## config.mk

```make
export PLATFORM = sky130hd
export DESIGN_NAME = encoder8_to_3_serial_flat
export DESIGN_NICKNAME = d
export VERILOG_FILES = /design/src/rtl/encoder8_to_3_serial_pkg.sv /design/src/rtl/encoder8_to_3_serial_if.sv /design/src/rtl/encoder8_to_3_serial_prio_pick.sv /design/src/rtl/encoder8_to_3_serial.sv /design/src/flat_wrapper.sv
export SDC_FILE = /design/constraint.sdc
export NUM_CORES = 1
export LEC_CHECK = 0
export ABC_AREA = 1
export CAP_MARGIN = 20
export CORE_ASPECT_RATIO = 0.8
export CORE_MARGIN = 2
export CORE_UTILIZATION = 46
export CTS_CLUSTER_DIAMETER = 150
export DETAILED_ROUTE_END_ITERATION = 6
export GPL_TIMING_DRIVEN = 0
export PLACE_DENSITY = 0.85
export REMOVE_ABC_BUFFERS = 1
export SKIP_CTS_REPAIR_TIMING = 1
export SYNTH_ARGS = -nofsm -noshare
export SYNTH_HDL_FRONTEND = slang
export SYNTH_SLANG_ARGS = --single-unit
export TNS_END_PERCENT = 1
```

## constraint.sdc

```tcl
create_clock -name clk -period 3.4 [get_ports clk]
set_input_delay 0.51 -clock clk [delete_from_list [all_inputs] [get_ports clk]]
set_output_delay 0.51 -clock clk [all_outputs]
set_load 0.01 [all_outputs]
```

## src/rtl/encoder8_to_3_serial_pkg.sv

```systemverilog
// Shared constants, FSM state type and popcount helper for the serial 8-to-3 encoder.
// ROUND_ROBIN_EN (optional macro) selects rotating priority in the top module.
package enc_pkg;
    localparam int N = 8;
    localparam int W = $clog2(N);

    typedef enum logic {IDLE, BUSY} state_t;

    function automatic logic [3:0] popcount(input logic [N-1:0] v);
        logic [3:0] c;
        c = '0;
        for (int i = 0; i < N; i++) begin
            c = c + {3'b000, v[i]};
        end
        return c;
    endfunction
endpackage

```

## src/rtl/encoder8_to_3_serial_if.sv

```systemverilog
// Request/grant bus of the serial encoder: request loading, grant handshake and status.
interface encoder8_to_3_serial_if;
    import enc_pkg::*;

    logic         en;
    logic [N-1:0] in;
    logic         in_valid;
    logic [W-1:0] out;
    logic         out_valid;
    logic         out_ready;
    logic [3:0]   pend_cnt;
    logic         zero_req;

    modport master (
        output en, in, in_valid, out_ready,
        input  out, out_valid, pend_cnt, zero_req
    );

    modport slave (
        input  en, in, in_valid, out_ready,
        output out, out_valid, pend_cnt, zero_req
    );
endinterface

```

## src/rtl/encoder8_to_3_serial_prio_pick.sv

```systemverilog
// Combinational priority picker: first set bit of vec searching downward from ptr, with wrap.
module prio_pick
    import enc_pkg::*;
(
    input  logic [N-1:0] vec,
    input  logic [W-1:0] ptr,
    output logic [W-1:0] idx,
    output logic         any
);
    logic [W-1:0] cand;

    always_comb begin
        idx  = '0;
        any  = 1'b0;
        cand = ptr;
        for (int i = 0; i < N; i++) begin
            cand = ptr - W'(i);
            if (!any && vec[cand]) begin
                idx = cand;
                any = 1'b1;
            end
        end
    end
endmodule

```

## src/rtl/encoder8_to_3_serial.sv

```systemverilog
// Serial 8-to-3 priority encoder: sticky pending register, one grant per handshake.
// ROUND_ROBIN_EN defined: rotating priority from rr_ptr; undefined: bit 7 highest.
//   state | meaning
//   IDLE  | nothing pending, out_valid low
//   BUSY  | grant presented on out, waiting for out_ready
module encoder8_to_3_serial
    import enc_pkg::*;
(
    input logic                   clk,
    input logic                   rst,
    encoder8_to_3_serial_if.slave bus
);
    state_t       state, state_nxt;
    logic [N-1:0] pending, pend_nxt, clr, load;
    logic [W-1:0] out_r, out_nxt, ptr_nxt, pick_idx;
    logic [3:0]   cnt_r;
    logic         zero_r, pick_any, hs;

`ifdef ROUND_ROBIN_EN
    logic [W-1:0] rr_ptr;

    always_ff @(posedge clk) begin
        if (rst) begin
            rr_ptr <= '1;
        end else if (hs) begin
            rr_ptr <= out_r - W'(1);
        end
    end

    // The pick for the next grant must already see the pointer moved past this grant.
    assign ptr_nxt = hs ? out_r - W'(1) : rr_ptr;
`else
    assign ptr_nxt = '1;
`endif

    prio_pick u_pick (
        .vec (pend_nxt),
        .ptr (ptr_nxt),
        .idx (pick_idx),
        .any (pick_any)
    );

    always_comb begin
        hs        = bus.en & (state == BUSY) & bus.out_ready;
        clr       = hs ? (N'(1) << out_r) : '0;
        load      = bus.in_valid ? bus.in : '0;
        pend_nxt  = (pending & ~clr) | load;
        state_nxt = (pend_nxt != '0) ? BUSY : IDLE;
        out_nxt   = out_r;
        // A presented grant is held until accepted; new loads cannot pre-empt it.
        if (((state != BUSY) || hs) && pick_any) begin
            out_nxt = pick_idx;
        end
    end

    always_ff @(posedge clk) begin
        if (rst) begin
            state   <= IDLE;
            pending <= '0;
            out_r   <= '0;
            cnt_r   <= '0;
            zero_r  <= 1'b0;
        end else begin
            zero_r <= bus.en & bus.in_valid & (bus.in == '0);
            if (bus.en) begin
                state   <= state_nxt;
                pending <= pend_nxt;
                out_r   <= out_nxt;
                cnt_r   <= popcount(pend_nxt);
            end
        end
    end

    assign bus.out       = out_r;
    assign bus.out_valid = (state == BUSY) & bus.en;
    assign bus.pend_cnt  = cnt_r;
    assign bus.zero_req  = zero_r;
endmodule

```

## src/flat_wrapper.sv

```systemverilog
// flat-port wrapper written by rule: the top's interface ports become plain ports
module encoder8_to_3_serial_flat import enc_pkg::*;
  (clk, rst, bus_en, bus_in, bus_in_valid, bus_out_ready, bus_out, bus_out_valid, bus_pend_cnt, bus_zero_req);
  encoder8_to_3_serial_if bus_i ();
  input logic clk;
  input logic rst;
  input wire logic [$bits(bus_i.en)-1:0] bus_en;
  input wire logic [$bits(bus_i.in)-1:0] bus_in;
  input wire logic [$bits(bus_i.in_valid)-1:0] bus_in_valid;
  input wire logic [$bits(bus_i.out_ready)-1:0] bus_out_ready;
  output wire logic [$bits(bus_i.out)-1:0] bus_out;
  output wire logic [$bits(bus_i.out_valid)-1:0] bus_out_valid;
  output wire logic [$bits(bus_i.pend_cnt)-1:0] bus_pend_cnt;
  output wire logic [$bits(bus_i.zero_req)-1:0] bus_zero_req;
  assign bus_i.en = bus_en;
  assign bus_i.in = bus_in;
  assign bus_i.in_valid = bus_in_valid;
  assign bus_i.out_ready = bus_out_ready;
  assign bus_out = bus_i.out;
  assign bus_out_valid = bus_i.out_valid;
  assign bus_pend_cnt = bus_i.pend_cnt;
  assign bus_zero_req = bus_i.zero_req;
  encoder8_to_3_serial u_core (.clk(clk), .rst(rst), .bus(bus_i));
endmodule
```

# --- After elaboration in Yosys (flattened, before gate mapping) ---
# Index checks and enable logic that the tools add are counted.
op_classes:
  shifts: 1
  mux: 19
  add_sub_neg: 7
  n_bitwise: 8
  n_reduce_logical: 19
op_table:
  columns: ["cell", "n"]
  rows:
  - ["adder 4 x 1 -> 4 bit", 6]
  - ["2-to-1 mux 3 bit", 8]
  - ["2-to-1 mux 8 bit", 2]
  - ["2-to-1 mux 1 bit", 9]
  - ["bitwise AND 8 bit", 1]
  - ["logical AND 1 bit", 8]
  - ["logical NOT 8 bit", 1]
  - ["inverter 8 bit", 1]
  - ["bitwise OR 8 bit", 1]
  - ["nonzero test 8 bit", 1]
  - ["left shift 1 x 3 -> 8 bit (first input constant)", 1]
  - ["logical NOT 1 bit", 7]
  - ["bitwise AND 1 bit", 4]
  - ["adder 1 x 1 -> 2 bit", 1]
  - ["AND reduction 2 bit", 1]
  - ["logical OR 1 bit", 1]
  - ["inverter 1 bit", 1]
word_totals:
  input_bits: 13
  out_inout_bits: 9
  register_bits: 17
  word_cells: 59

# --- Longest topological paths before layout ---
depth:
  depth_word: 30
  mapped_depth: 17
  ltp_nobuf: 16

# --- Modules after synthesis ---
# Synthesis repeated with hierarchy kept, for this count alone.
unflattened:
  hier_cells: 291
  area_unflattened_um2: 1779.2
modules_own_cells:
  columns: ["mod", "cells_per_inst", "n_inst", "seq_area_each_um2", "area_each_um2"]
  rows:
  - ["encoder8_to_3_serial", 153, 1, 340.3, 1028.5]
  - ["prio_pick", 138, 1, 0.0, 750.7]

# --- Least setup slack after synthesis ---
# No wires, ideal clock.
synth_path:
  path_type: "input port to flip-flop"
  from: "input bus_en"
  to: "register u_core.cnt_r[1], in the netlist u_core.bus.pend_cnt[1]"
  path_buffers: 1
  slack_ns: -0.103
  required_ns: 3.284
  setup_time_ns: 0.116
  t_arrival_ns: 3.387
  path_stages: 16
  cell_sequence: "buf_4 > nand3_2 > nor2_1 > nand3_1 > nand2_1 > nand2_1 > inv_1 > ha_1 > inv_1 > fa_1 > fa_1 > fa_1 > inv_1 > fa_1 > nor2_1 > nor2_1"
synth_between:
  elab_chain_len: 13
synth_lines:
  columns: ["element", "line_no", "rtl"]
  rows:
  - ["start, declared", "flat_wrapper.sv:7", "input wire logic [$bits(bus_i.en)-1:0] bus_en;"]
  - ["bitwise AND 1 bit (2 in a row)", "encoder8_to_3_serial.sv:44", "hs = bus.en & (state == BUSY) & bus.out_ready;"]
  - ["2-to-1 mux 8 bit", "encoder8_to_3_serial.sv:45", "clr = hs ? (N'(1) << out_r) : '0;"]
  - ["inverter 8 bit", "encoder8_to_3_serial.sv:47", "pend_nxt = (pending & ~clr) | load;"]
  - ["bitwise AND 8 bit", "encoder8_to_3_serial.sv:47", null]
  - ["bitwise OR 8 bit", "encoder8_to_3_serial.sv:47", null]
  - ["net u_core.pend_nxt[1]", "encoder8_to_3_serial.sv:14", "logic [N-1:0] pending, pend_nxt, clr, load;"]
  - ["adder 1 x 1 -> 2 bit", "encoder8_to_3_serial_pkg.sv:13", "c = c + {3'b000, v[i]};"]
  - ["adder 4 x 1 -> 4 bit (6 in a row)", "encoder8_to_3_serial_pkg.sv:13", null]
  - ["end signal, assigned", "encoder8_to_3_serial.sv:69", "cnt_r <= popcount(pend_nxt);"]
  - ["end, declared", "encoder8_to_3_serial.sv:16", "logic [3:0] cnt_r;"]
# The timed path passes the listed nets, and every way through them passes these cells.
# A chain may end at the register's enable or synchronous reset.

# --- Final worst setup path ---
# Ends and elaborated chain as after synthesis.

==> reports/results.tsv <==
stage	metric	value	unit
status	status	completed	
sta	final setup TNS	0	ps
routing	DRT Pass-1 Iters	5	
die	Die Height	48.8	µm
routing	Residual DRC	0	
die	Core Area	0.00242	mm²
yosys	Synth Cell Area	0.00115	mm²
cts	clock latency at the later pin of the worst-skew pair	290	ps
place	Post-DP Area	0.00139	mm²
sta	worst hold slack	477	ps
cts	CTS tree	done	
power_and_ir_drop	Power Density	377	mW/mm²
critical_path	Worst path slowest cell	fa_1	
die	die area	0.00293	mm²
grt	first-pass GRT wire length	4300	µm
grt	largest net degree at the start of global routing	26	
finish	area of the multi-input gates	691	µm²
sta	Worst Max-Slew Pin Slew	427	ps
critical_path	CP endpoint kind	flip-flop	
grt	vias in the first global route	1012	
critical_path	worst-path cell chain	buf_12 -> nand3_4 -> nor2_4 -> nand3_1 -> nand2_1 -> nand2_2 -> inv_2 -> ha_1 -> inv_1 -> fa_1 -> fa_1 -> fa_2 -> inv_2 -> fa_1 -> nor2_1 -> nor2_1	
cts	CTS Root Cell	clkbuf_4	
place	Routability Congestion	0.859	
finish	synth-to-layout area growth	28.2	%
die	chip width	60.0	µm
critical_path	CP Class	in2reg	
sta	maximum clock frequency	0.303	GHz
die	Rows	16	
die	Boundary Pins	22	
run	Max Cap Viol	0	
yosys	Post-Syn Area per Cell	7.17	µm²
sta	Slew Limit Fails	0	
yosys	Synth Register Bits	17	
finish	most common cell after layout, fill and taps aside	nand2_1	
sta	# setup viols final	0	
critical_path	worst r2r path cells	15	
grt	initial antenna violation count	0	
critical_path	Crit path max-delay family	adder cells	
sta	Hold Vio Cnt, Final	0	
yosys	Syn. warnings	0	
finish	final instance area	0.00148	mm²
min_path	Hold Path Cell Cnt	2	
critical_path	Critical Path Stages	16	
finish	Final nets	207	
sta	Tcrit/Tclk final	0.972	
routing	Routed WL	2700	µm
routing	DR WL/cell	12.2	µm
finish	diode count	0	
sta	Max-slew headroom	0.715	
cts	clock slew at reported path FFs	100	ps
routing	Antenna Violating Nets Remaining	0	
yosys	count of cell types in the netlist	25	
critical_path	critical path's largest stage delay	500	ps
critical_path	CP Max Fanout	25	
sta	min Tclk post-route	3310	ps
min_path	Hold Path Class	in2reg	
cts	CTS HTree Levels	1	
critical_path	Most common cell on crit path	fa_1	
critical_path	CP Data Arrival Time	3500	ps
place	placed cells	213	
cts	Sink Count	17	
cts	Clock Tree Buf Depth	2	
die	Initial Utilization	0.477	
critical_path	worst path bufs/invs	4	
yosys	post-synthesis sequential area ratio	0.295	
critical_path	CP Data Required Time	3590	ps
routing	via count	1091	
routing	initial DRC count	49	
place	Port Buffers	21	
finish	layout cell share with drive strength beyond 1	0.168	
power_and_ir_drop	VDD IR max	0.250	mV
grt	all-layer global routing usage	0.194	
finish	Storage cell area	348	µm²
finish	post-route insts no fill	221	
finish	post-layout util	0.611	
power_and_ir_drop	Leak	0.724	nW
yosys	synthesized instance count	161	
finish	most frequent cells in the layout	nand2_1 (33), inv_1 (30), clkdlybuf4s50_1 (17)	
cts	Num CTS Buffers	3	
critical_path	Setup crit start kind	input pin	
grt	global route overflow	0	
sta	clk_skew	3.66	ps
routing	vias per cell	4.94	
place	detailed-placement wirelength estimate	2000	µm
finish	Filler cells	224	
Yosys cell counts:
master / n / area, µm²
a21oi_2: 1 / 8.76
a21boi_4: 1 / 18.8
clkbuf_1: 3 / 11.3
ha_1: 4 / 50.1
o21ai_1: 3 / 15.0
buf_4: 1 / 7.51
a21oi_1: 7 / 35.0
nand3_4: 2 / 35.0
nand3_1: 9 / 45.0
nand2_1: 34 / 128
nor4_1: 3 / 18.8
nor2_2: 1 / 6.26
o211ai_1: 8 / 60.1
nand2_2: 3 / 18.8
buf_2: 1 / 5.00
o21ai_0: 6 / 30.0
nor2_4: 3 / 33.8
nor2_1: 14 / 52.6
nor3_2: 1 / 10.0
fa_1: 4 / 80.1
xor2_1: 1 / 8.76
a31oi_1: 1 / 6.26
inv_1: 32 / 120
dfxtp_1: 17 / 340
nand3_2: 1 / 10.0
power breakdown:
group          switching, mW  internal, mW  total [mW]  leakage [nW]
logic                  0.116        0.0966       0.213         0.567
registers             0.0163         0.219       0.236         0.142
clock network         0.0648        0.0457       0.110        0.0150
stage by stage:
step	power (mW)	setup slack [ps]
after floorplan	0.364	14.1
after global placement	0.429	-1440
after detailed placement	0.436	-1500
after CTS	0.545	-1200
after global routing	0.601	-22.4
final	0.559	94.9
worst reg2reg max path, cell delays in order (launching register included):
cell     delay (ps)
dfxtp_4         370
nand3_4         110
nor2_4          150
nand3_1          90
nand2_1          80
nand2_2          70
inv_2           100
ha_1            230
inv_1            80
fa_1            420
fa_1            500
fa_2            400
inv_2            70
fa_1            400
nor2_1          100
nor2_1           60
flip-flops by register name, indices dropped and copies added (netlist names):
signal / cells
u_core.bus.pend_cnt: 4
u_core.state: 1
u_core.bus.zero_req: 1
u_core.pending: 8
u_core.bus.out: 3
logic make-up after synthesis:
group / count (synthesis) / share of synthesized area
flip-flops: 17 / 0.295
AND/OR/NAND/NOR: 71 / 0.310
adder cells (fa/ha/maj): 8 / 0.113
buffers and inverters: 37 / 0.125
XOR/XNOR: 1 / 0.00759
AO/OA/AOI/OAI: 27 / 0.151
final cells by class:
class                   count  area share
repair buffers             25       0.169
inverters                  32      0.0811
clock buffers               4      0.0178
well taps                  36      0.0304
flip-flops and latches     17       0.235
multi-input cells         107       0.467
metal layers:
layer,share of wire,wire [µm],GRT usage,up-vias
met3,0.069,185,0.0610,4
met4,0.010,28,0.0593,0
li1,-,-,-,557
met1,0.44,1190,0.255,489
met5,0,0,0,-
met2,0.48,1290,0.303,41
worst paths after layout:
path	startpoint	endpoint	slack, ps
max	bus_en	u_core.bus.pend_cnt[1]	90
min	bus_en	u_core.bus.pend_cnt[0]	480
max reg2reg	u_core.state	u_core.bus.pend_cnt[1]	100
min reg2reg	u_core.pending[2]	u_core.pending[2]	500
No activity file was read; power rests on OpenSTA's default activity.
